## src/rtl/servo_pkg.sv

```systemverilog
// Shared constants and types for the servo UART command parser.
package servo_pkg;

    // ASCII framing characters
    localparam logic [7:0] ASCII_HASH = 8'h23;
    localparam logic [7:0] ASCII_P    = 8'h50;
    localparam logic [7:0] ASCII_T    = 8'h54;
    localparam logic [7:0] ASCII_BANG = 8'h21;
    localparam logic [7:0] ASCII_0    = 8'h30;
    localparam logic [7:0] ASCII_9    = 8'h39;

    // Error causes reported on err_code
    localparam logic [1:0] ERR_NONE    = 2'd0;
    localparam logic [1:0] ERR_SYNTAX  = 2'd1;
    localparam logic [1:0] ERR_RANGE   = 2'd2;
    localparam logic [1:0] ERR_TIMEOUT = 2'd3;

    // Number of digits in each frame field
    localparam int unsigned ID_LEN   = 3;
    localparam int unsigned PWM_LEN  = 4;
    localparam int unsigned TIME_LEN = 4;

    // Accumulator width: four decimal digits (0..9999)
    localparam int unsigned ACC_W = 14;

    typedef enum logic [2:0] {
        StHunt,
        StId,
        StSepP,
        StPwm,
        StSepT,
        StTime,
        StEnd
    } parser_state_e;

    function automatic logic is_ascii_digit(input logic [7:0] b);
        return (b >= ASCII_0) && (b <= ASCII_9);
    endfunction

endpackage

```

## src/rtl/servo_dec_acc.sv

```systemverilog
// Decimal digit detector and shared acc*10+d accumulator.
module servo_dec_acc
    import servo_pkg::*;
(
    input  logic             clk,
    input  logic             rst_n,
    input  logic [7:0]       data,
    input  logic             clr,
    input  logic             load,
    output logic             is_digit,
    output logic [ACC_W-1:0] acc,
    output logic [ACC_W-1:0] acc_nxt
);

    logic [ACC_W-1:0] acc_q;

    // Digit detect and next accumulated value; for '0'..'9' the low nibble is byte-8'h30
    always_comb begin
        is_digit = is_ascii_digit(data);
        acc_nxt  = (acc_q << 3) + (acc_q << 1) + {{(ACC_W-4){1'b0}}, data[3:0]};
    end

    // Accumulator register; clear has priority over load
    always_ff @(posedge clk or negedge rst_n) begin
        if (!rst_n) begin
            acc_q <= '0;
        end else if (clr) begin
            acc_q <= '0;
        end else if (load && is_digit) begin
            acc_q <= acc_nxt;
        end
    end

    assign acc = acc_q;

endmodule

```

## src/rtl/servo_cmd_parser.sv

```systemverilog
// Parses "#IIIPppppTtttt!" command frames from the UART byte stream.
module servo_cmd_parser
    import servo_pkg::*;
#(
    parameter int unsigned CLK_FRE    = 50,
    parameter int unsigned TIMEOUT_US = 2000,
    parameter int unsigned ID_W       = 8,
    parameter int unsigned ID_MAX     = 254,
    parameter int unsigned PWM_MIN    = 500,
    parameter int unsigned PWM_MAX    = 2500,
    parameter int unsigned TIME_W     = 14
) (
    input  logic              clk,
    input  logic              rst_n,
    input  logic [7:0]        rx_data,
    input  logic              rx_data_valid,
    output logic              cmd_valid,
    output logic [ID_W-1:0]   servo_id,
    output logic [11:0]       pwm_value,
    output logic [TIME_W-1:0] time_value,
    output logic              err,
    output logic [1:0]        err_code,
    output logic              busy
);

    localparam int unsigned TO_CYC = CLK_FRE * TIMEOUT_US;
    localparam int unsigned TO_W   = $clog2(TO_CYC + 1);

    parser_state_e     state_q, state_d;
    logic [1:0]        dcnt_q, dcnt_d;
    logic [TO_W-1:0]   tmo_cnt_q;
    logic [9:0]        id_q, id_d;
    logic [ACC_W-1:0]  pwm_q, pwm_d;
    logic [ACC_W-1:0]  time_q, time_d;

    logic              cmd_valid_q, cmd_valid_d;
    logic              err_q, err_d;
    logic [1:0]        err_code_q, err_code_d;
    logic [ID_W-1:0]   servo_id_q, servo_id_d;
    logic [11:0]       pwm_value_q, pwm_value_d;
    logic [TIME_W-1:0] time_value_q, time_value_d;

    logic              acc_clr, acc_load, is_digit, bad_byte, range_ok, tmo_hit;
    logic [ACC_W-1:0]  acc, acc_nxt;

    servo_dec_acc u_dec_acc (
        .clk      (clk),
        .rst_n    (rst_n),
        .data     (rx_data),
        .clr      (acc_clr),
        .load     (acc_load),
        .is_digit (is_digit),
        .acc      (acc),
        .acc_nxt  (acc_nxt)
    );

    // Range check on the captured fields and timeout expiry detect
    always_comb begin
        range_ok = (id_q <= 10'(ID_MAX)) && (pwm_q >= ACC_W'(PWM_MIN))
                   && (pwm_q <= ACC_W'(PWM_MAX));
        tmo_hit  = (state_q != StHunt) && (tmo_cnt_q == TO_W'(TO_CYC - 1));
    end

    // Next-state, field capture and output pulse generation
    always_comb begin
        state_d      = state_q;
        dcnt_d       = dcnt_q;
        acc_clr      = 1'b0;
        acc_load     = 1'b0;
        bad_byte     = 1'b0;
        id_d         = id_q;
        pwm_d        = pwm_q;
        time_d       = time_q;
        cmd_valid_d  = 1'b0;
        err_d        = 1'b0;
        err_code_d   = ERR_NONE;
        servo_id_d   = servo_id_q;
        pwm_value_d  = pwm_value_q;
        time_value_d = time_value_q;

        if (rx_data_valid) begin
            unique case (state_q)
                StHunt: begin
                    if (rx_data == ASCII_HASH) begin
                        state_d = StId;
                        acc_clr = 1'b1;
                        dcnt_d  = 2'd0;
                    end
                end
                StId: begin
                    if (is_digit) begin
                        acc_load = 1'b1;
                        // Last digit: capture the value including this byte
                        if (dcnt_q == 2'(ID_LEN - 1)) begin
                            id_d    = 10'(acc_nxt);
                            acc_clr = 1'b1;
                            dcnt_d  = 2'd0;
                            state_d = StSepP;
                        end else begin
                            dcnt_d = dcnt_q + 2'd1;
                        end
                    end else begin
                        bad_byte = 1'b1;
                    end
                end
                StSepP: begin
                    if (rx_data == ASCII_P) state_d = StPwm;
                    else                    bad_byte = 1'b1;
                end
                StPwm: begin
                    if (is_digit) begin
                        acc_load = 1'b1;
                        if (dcnt_q == 2'(PWM_LEN - 1)) begin
                            pwm_d   = acc_nxt;
                            acc_clr = 1'b1;
                            dcnt_d  = 2'd0;
                            state_d = StSepT;
                        end else begin
                            dcnt_d = dcnt_q + 2'd1;
                        end
                    end else begin
                        bad_byte = 1'b1;
                    end
                end
                StSepT: begin
                    if (rx_data == ASCII_T) state_d = StTime;
                    else                    bad_byte = 1'b1;
                end
                StTime: begin
                    if (is_digit) begin
                        acc_load = 1'b1;
                        if (dcnt_q == 2'(TIME_LEN - 1)) begin
                            time_d  = acc_nxt;
                            acc_clr = 1'b1;
                            dcnt_d  = 2'd0;
                            state_d = StEnd;
                        end else begin
                            dcnt_d = dcnt_q + 2'd1;
                        end
                    end else begin
                        bad_byte = 1'b1;
                    end
                end
                StEnd: begin
                    if (rx_data == ASCII_BANG) begin
                        state_d = StHunt;
                        if (range_ok) begin
                            cmd_valid_d  = 1'b1;
                            servo_id_d   = ID_W'(id_q);
                            pwm_value_d  = 12'(pwm_q);
                            time_value_d = TIME_W'(time_q);
                        end else begin
                            err_d      = 1'b1;
                            err_code_d = ERR_RANGE;
                        end
                    end else begin
                        bad_byte = 1'b1;
                    end
                end
                default: state_d = StHunt;
            endcase

            // A stray '#' aborts the frame but also starts a new one
            if (bad_byte) begin
                err_d      = 1'b1;
                err_code_d = ERR_SYNTAX;
                acc_clr    = 1'b1;
                dcnt_d     = 2'd0;
                state_d    = (rx_data == ASCII_HASH) ? StId : StHunt;
            end
        end else if (tmo_hit) begin
            err_d      = 1'b1;
            err_code_d = ERR_TIMEOUT;
            acc_clr    = 1'b1;
            dcnt_d     = 2'd0;
            state_d    = StHunt;
        end
    end

    // Inter-byte gap counter; only runs while a frame is open
    always_ff @(posedge clk or negedge rst_n) begin
        if (!rst_n) begin
            tmo_cnt_q <= '0;
        end else if (state_q == StHunt || rx_data_valid) begin
            tmo_cnt_q <= '0;
        end else if (!tmo_hit) begin
            tmo_cnt_q <= tmo_cnt_q + 1'b1;
        end
    end

    // State, captured fields and registered outputs
    always_ff @(posedge clk or negedge rst_n) begin
        if (!rst_n) begin
            state_q      <= StHunt;
            dcnt_q       <= 2'd0;
            id_q         <= '0;
            pwm_q        <= '0;
            time_q       <= '0;
            cmd_valid_q  <= 1'b0;
            err_q        <= 1'b0;
            err_code_q   <= ERR_NONE;
            servo_id_q   <= '0;
            pwm_value_q  <= '0;
            time_value_q <= '0;
        end else begin
            state_q      <= state_d;
            dcnt_q       <= dcnt_d;
            id_q         <= id_d;
            pwm_q        <= pwm_d;
            time_q       <= time_d;
            cmd_valid_q  <= cmd_valid_d;
            err_q        <= err_d;
            err_code_q   <= err_code_d;
            servo_id_q   <= servo_id_d;
            pwm_value_q  <= pwm_value_d;
            time_value_q <= time_value_d;
        end
    end

    assign cmd_valid  = cmd_valid_q;
    assign err        = err_q;
    assign err_code   = err_code_q;
    assign servo_id   = servo_id_q;
    assign pwm_value  = pwm_value_q;
    assign time_value = time_value_q;
    assign busy       = (state_q != StHunt);

endmodule
```

## config.mk

```make
export PLATFORM = sky130hd
export DESIGN_NAME = servo_cmd_parser
export DESIGN_NICKNAME = d
export VERILOG_FILES = /design/src/rtl/servo_pkg.sv /design/src/rtl/servo_dec_acc.sv /design/src/rtl/servo_cmd_parser.sv
export SDC_FILE = /design/constraint.sdc
export NUM_CORES = 1
export LEC_CHECK = 0
export BUFFER_PORTS_ARGS = -buffer_cell sky130_fd_sc_hd__buf_2
export CAP_MARGIN = 30
export CORE_ASPECT_RATIO = 1.1
export CORE_MARGIN = 5
export CORE_UTILIZATION = 54
export CTS_CLUSTER_DIAMETER = 50
export DETAILED_ROUTE_END_ITERATION = 10
export PLACE_DENSITY = 0.82
export SYNTH_ARGS = -nofsm -noshare
export SYNTH_HDL_FRONTEND = slang
export SYNTH_HIERARCHICAL = 1
export SYNTH_SLANG_ARGS = --single-unit
```

## constraint.sdc

```tcl
create_clock -name clk -period 3.9 [get_ports clk]
set_input_delay 0.39 -clock clk [delete_from_list [all_inputs] [get_ports clk]]
set_output_delay 0.39 -clock clk [all_outputs]
set_load 0.03 [all_outputs]
```

==> flow_metrics.env <==
export IMPL_final_hold_violation_count=0
export IMPL_antenna_found_initial=0
export IMPL_path_class="reg -> reg"
export IMPL_clock_tree_root_cell="clkbuf_16"
export IMPL_rrSetupSlack_ns=0.82
export IMPL_dp_hpwl_um=8868
export IMPL_fin_skew_ns=0.007524
export IMPL_synthCells=479
export IMPL_p_per_area_nw_per_um2=371.8
export IMPL_syn_area_per_cell_sq_um=12.10
export IMPL_period_share_pct=79.06
export IMPL_drc_errors=0
export IMPL_layout_commonest_cell="dfrtp_1"
export IMPL_core_area_sq_um=10440
export IMPL_dr_pass1_iters=4
export IMPL_routed_wl_um=12310
export IMPL_antenna_left=0
export IMPL_period_needed_ns=3.083
export IMPL_clkSinkCount=111
export IMPL_slowest_delay_ns=0.54
export IMPL_slowest_stage="dfrtp_1"
export IMPL_initial_core_util_pct=55.49
export IMPL_endpoint_kind="flop"
export IMPL_yosysWarnings=6
export IMPL_gp_congestion=0.9233
export IMPL_hold_ws_ns=0.09302
export IMPL_finalSetupViolCount=0
export IMPL_hold_path_class="in -> async"
export IMPL_setup_slack_ns=0.8166
export IMPL_first_iter_violations=212
export IMPL_fmax_mhz=324.3
export IMPL_ctsLongestPathBuffers=2
export IMPL_die_h_um=118.6
export IMPL_pre_cts_ws_ns=0.8778
export IMPL_grt_overflow_total=0
export IMPL_path_clk_slew_ns=0.07
export IMPL_required_ns=4.17
export IMPL_synthesis_nets=519
export IMPL_path_cells="nor3_1 > inv_1 > o2111ai_1 > o311a_1 > and2_1 > a21oi_1 > nor4b_4 > nand2_1 > a311o_1 > o211ai_1"
export IMPL_tightestPinTransition_ns=0.8377
export IMPL_io_buffers=49
export IMPL_syn2layout_area_growth_pct=11.51
export IMPL_netlist_area_sq_um=5794
export IMPL_finalNonFillerCells=679
export IMPL_drv_slew=0
export IMPL_cts_hold_buf=0
export IMPL_cts_tree="built"
export IMPL_p_leak_nw=3.180
export IMPL_status="finished clean"
export IMPL_relSlewSlack_pct=43.64
export IMPL_fillers=847
export IMPL_fp_dieW_um=108.8
export IMPL_final_cell_mix="dfrtp_1 (111), buf_2 (48), mux2_4 (39)"
export IMPL_dp_cells=663
export IMPL_grt_max_degree=58
export IMPL_gr_usage_all_layers_pct=20.58
export IMPL_cp_max_fo=14
export IMPL_final_nets=571
export IMPL_postCtsSetupBuffers=0
export IMPL_rsz0062_at_grt="no"
export IMPL_die_area_sq_um=12900
export IMPL_grt_pass1_wl_um=20820
export IMPL_setup_tns_ns=0
export IMPL_ir_drop_mv=0.2899
export IMPL_numCtsBuffers=9
export IMPL_num_antenna_cells=0
export IMPL_routedWlPerCell_um=18.12
export IMPL_start_kind="flop"
export IMPL_htree_levels=3
export IMPL_pin_count=50
export IMPL_rows=39
export IMPL_max_cap_viol_count=0
export IMPL_via_per_inst=5.779
export IMPL_grt_pass1_vias=4037
export IMPL_ctsResizeCount=0
export IMPL_drive_gt1_share_pct=28.92
export IMPL_worstSkewPairLatency_ns=0.35
export IMPL_dr_total_vias=3924
export IMPL_arrival_ns=3.36
-- registers in the layout, indices dropped and copies added, names as in the netlist, 3 cells and up --
signal and flops:
state_q 3, servo_id 8, id_q 10, time_q 14, pwm_value 12, tmo_cnt_q 17
time_value 14, pwm_q 14, u_dec_acc/acc 13
-- routing by layer --
| layer | track usage (%) | up-vias | wire [um] |
|---|---|---|---|
| met5 | 0 | - | 0 |
| met3 | 3.326 | 17 | 501 |
| met2 | 33.77 | 85 | 6157 |
| li1 | - | 1835 | - |
| met1 | 27.06 | 1987 | 5453 |
| met4 | 8.287 | 0 | 193 |
-- critical path: cells and delay by family, from the launching register on --
kind,cells,cell delay [ns]
buffers and inverters,1,0.19
flip-flops,1,0.54
AND/OR/NAND/NOR,4,1.27
AO/OA/AOI/OAI,5,0.99
-- stage by stage --
stage          utilization [%]  cell area (sq um)  power (mW)
3_3_place_gp             59.09               6171       1.517
6_report                 61.87               6461       2.403
5_1_grt                  61.87               6461       2.511
4_1_cts                  61.87               6461       2.422
2_1_floorplan                -               5794       1.424
3_5_place_dp             59.09               6171       1.523
-- area by class of cell --
type / count / area (sq um) / share of cell area [%]
Tap cell: 143 / 178.9 / 2.769
Inverter: 22 / 82.58 / 1.278
Clock inverter: 6 / 51.30 / 0.7940
Clock buffer: 10 / 239.0 / 3.699
Multi-Input combinational cell: 329 / 2816 / 43.59
Timing Repair Buffer: 58 / 315.3 / 4.880
Sequential cell: 111 / 2778 / 42.99
-- where the power goes --
| group | internal [mW] | total [mW] | switching [mW] |
|---|---|---|---|
| combinational | 0.0946 | 0.292 | 0.197 |
| sequential | 1.17 | 1.21 | 0.0415 |
| clock | 0.461 | 0.898 | 0.437 |
-- final timing paths --
path,startpoint,end,depth (start not counted)
hold reg to reg,time_q[7],time_value[7],1
min in group clk,rx_data[0],u_dec_acc/acc[0],2
max in group asynchronous,rst_n,u_dec_acc/acc[12],2
setup reg to reg,state_q[1],u_dec_acc/acc[11],10
hold / removal,rst_n,time_q[10],1
setup / recovery,state_q[1],u_dec_acc/acc[11],10
Power figures use the tool's default switching activity.
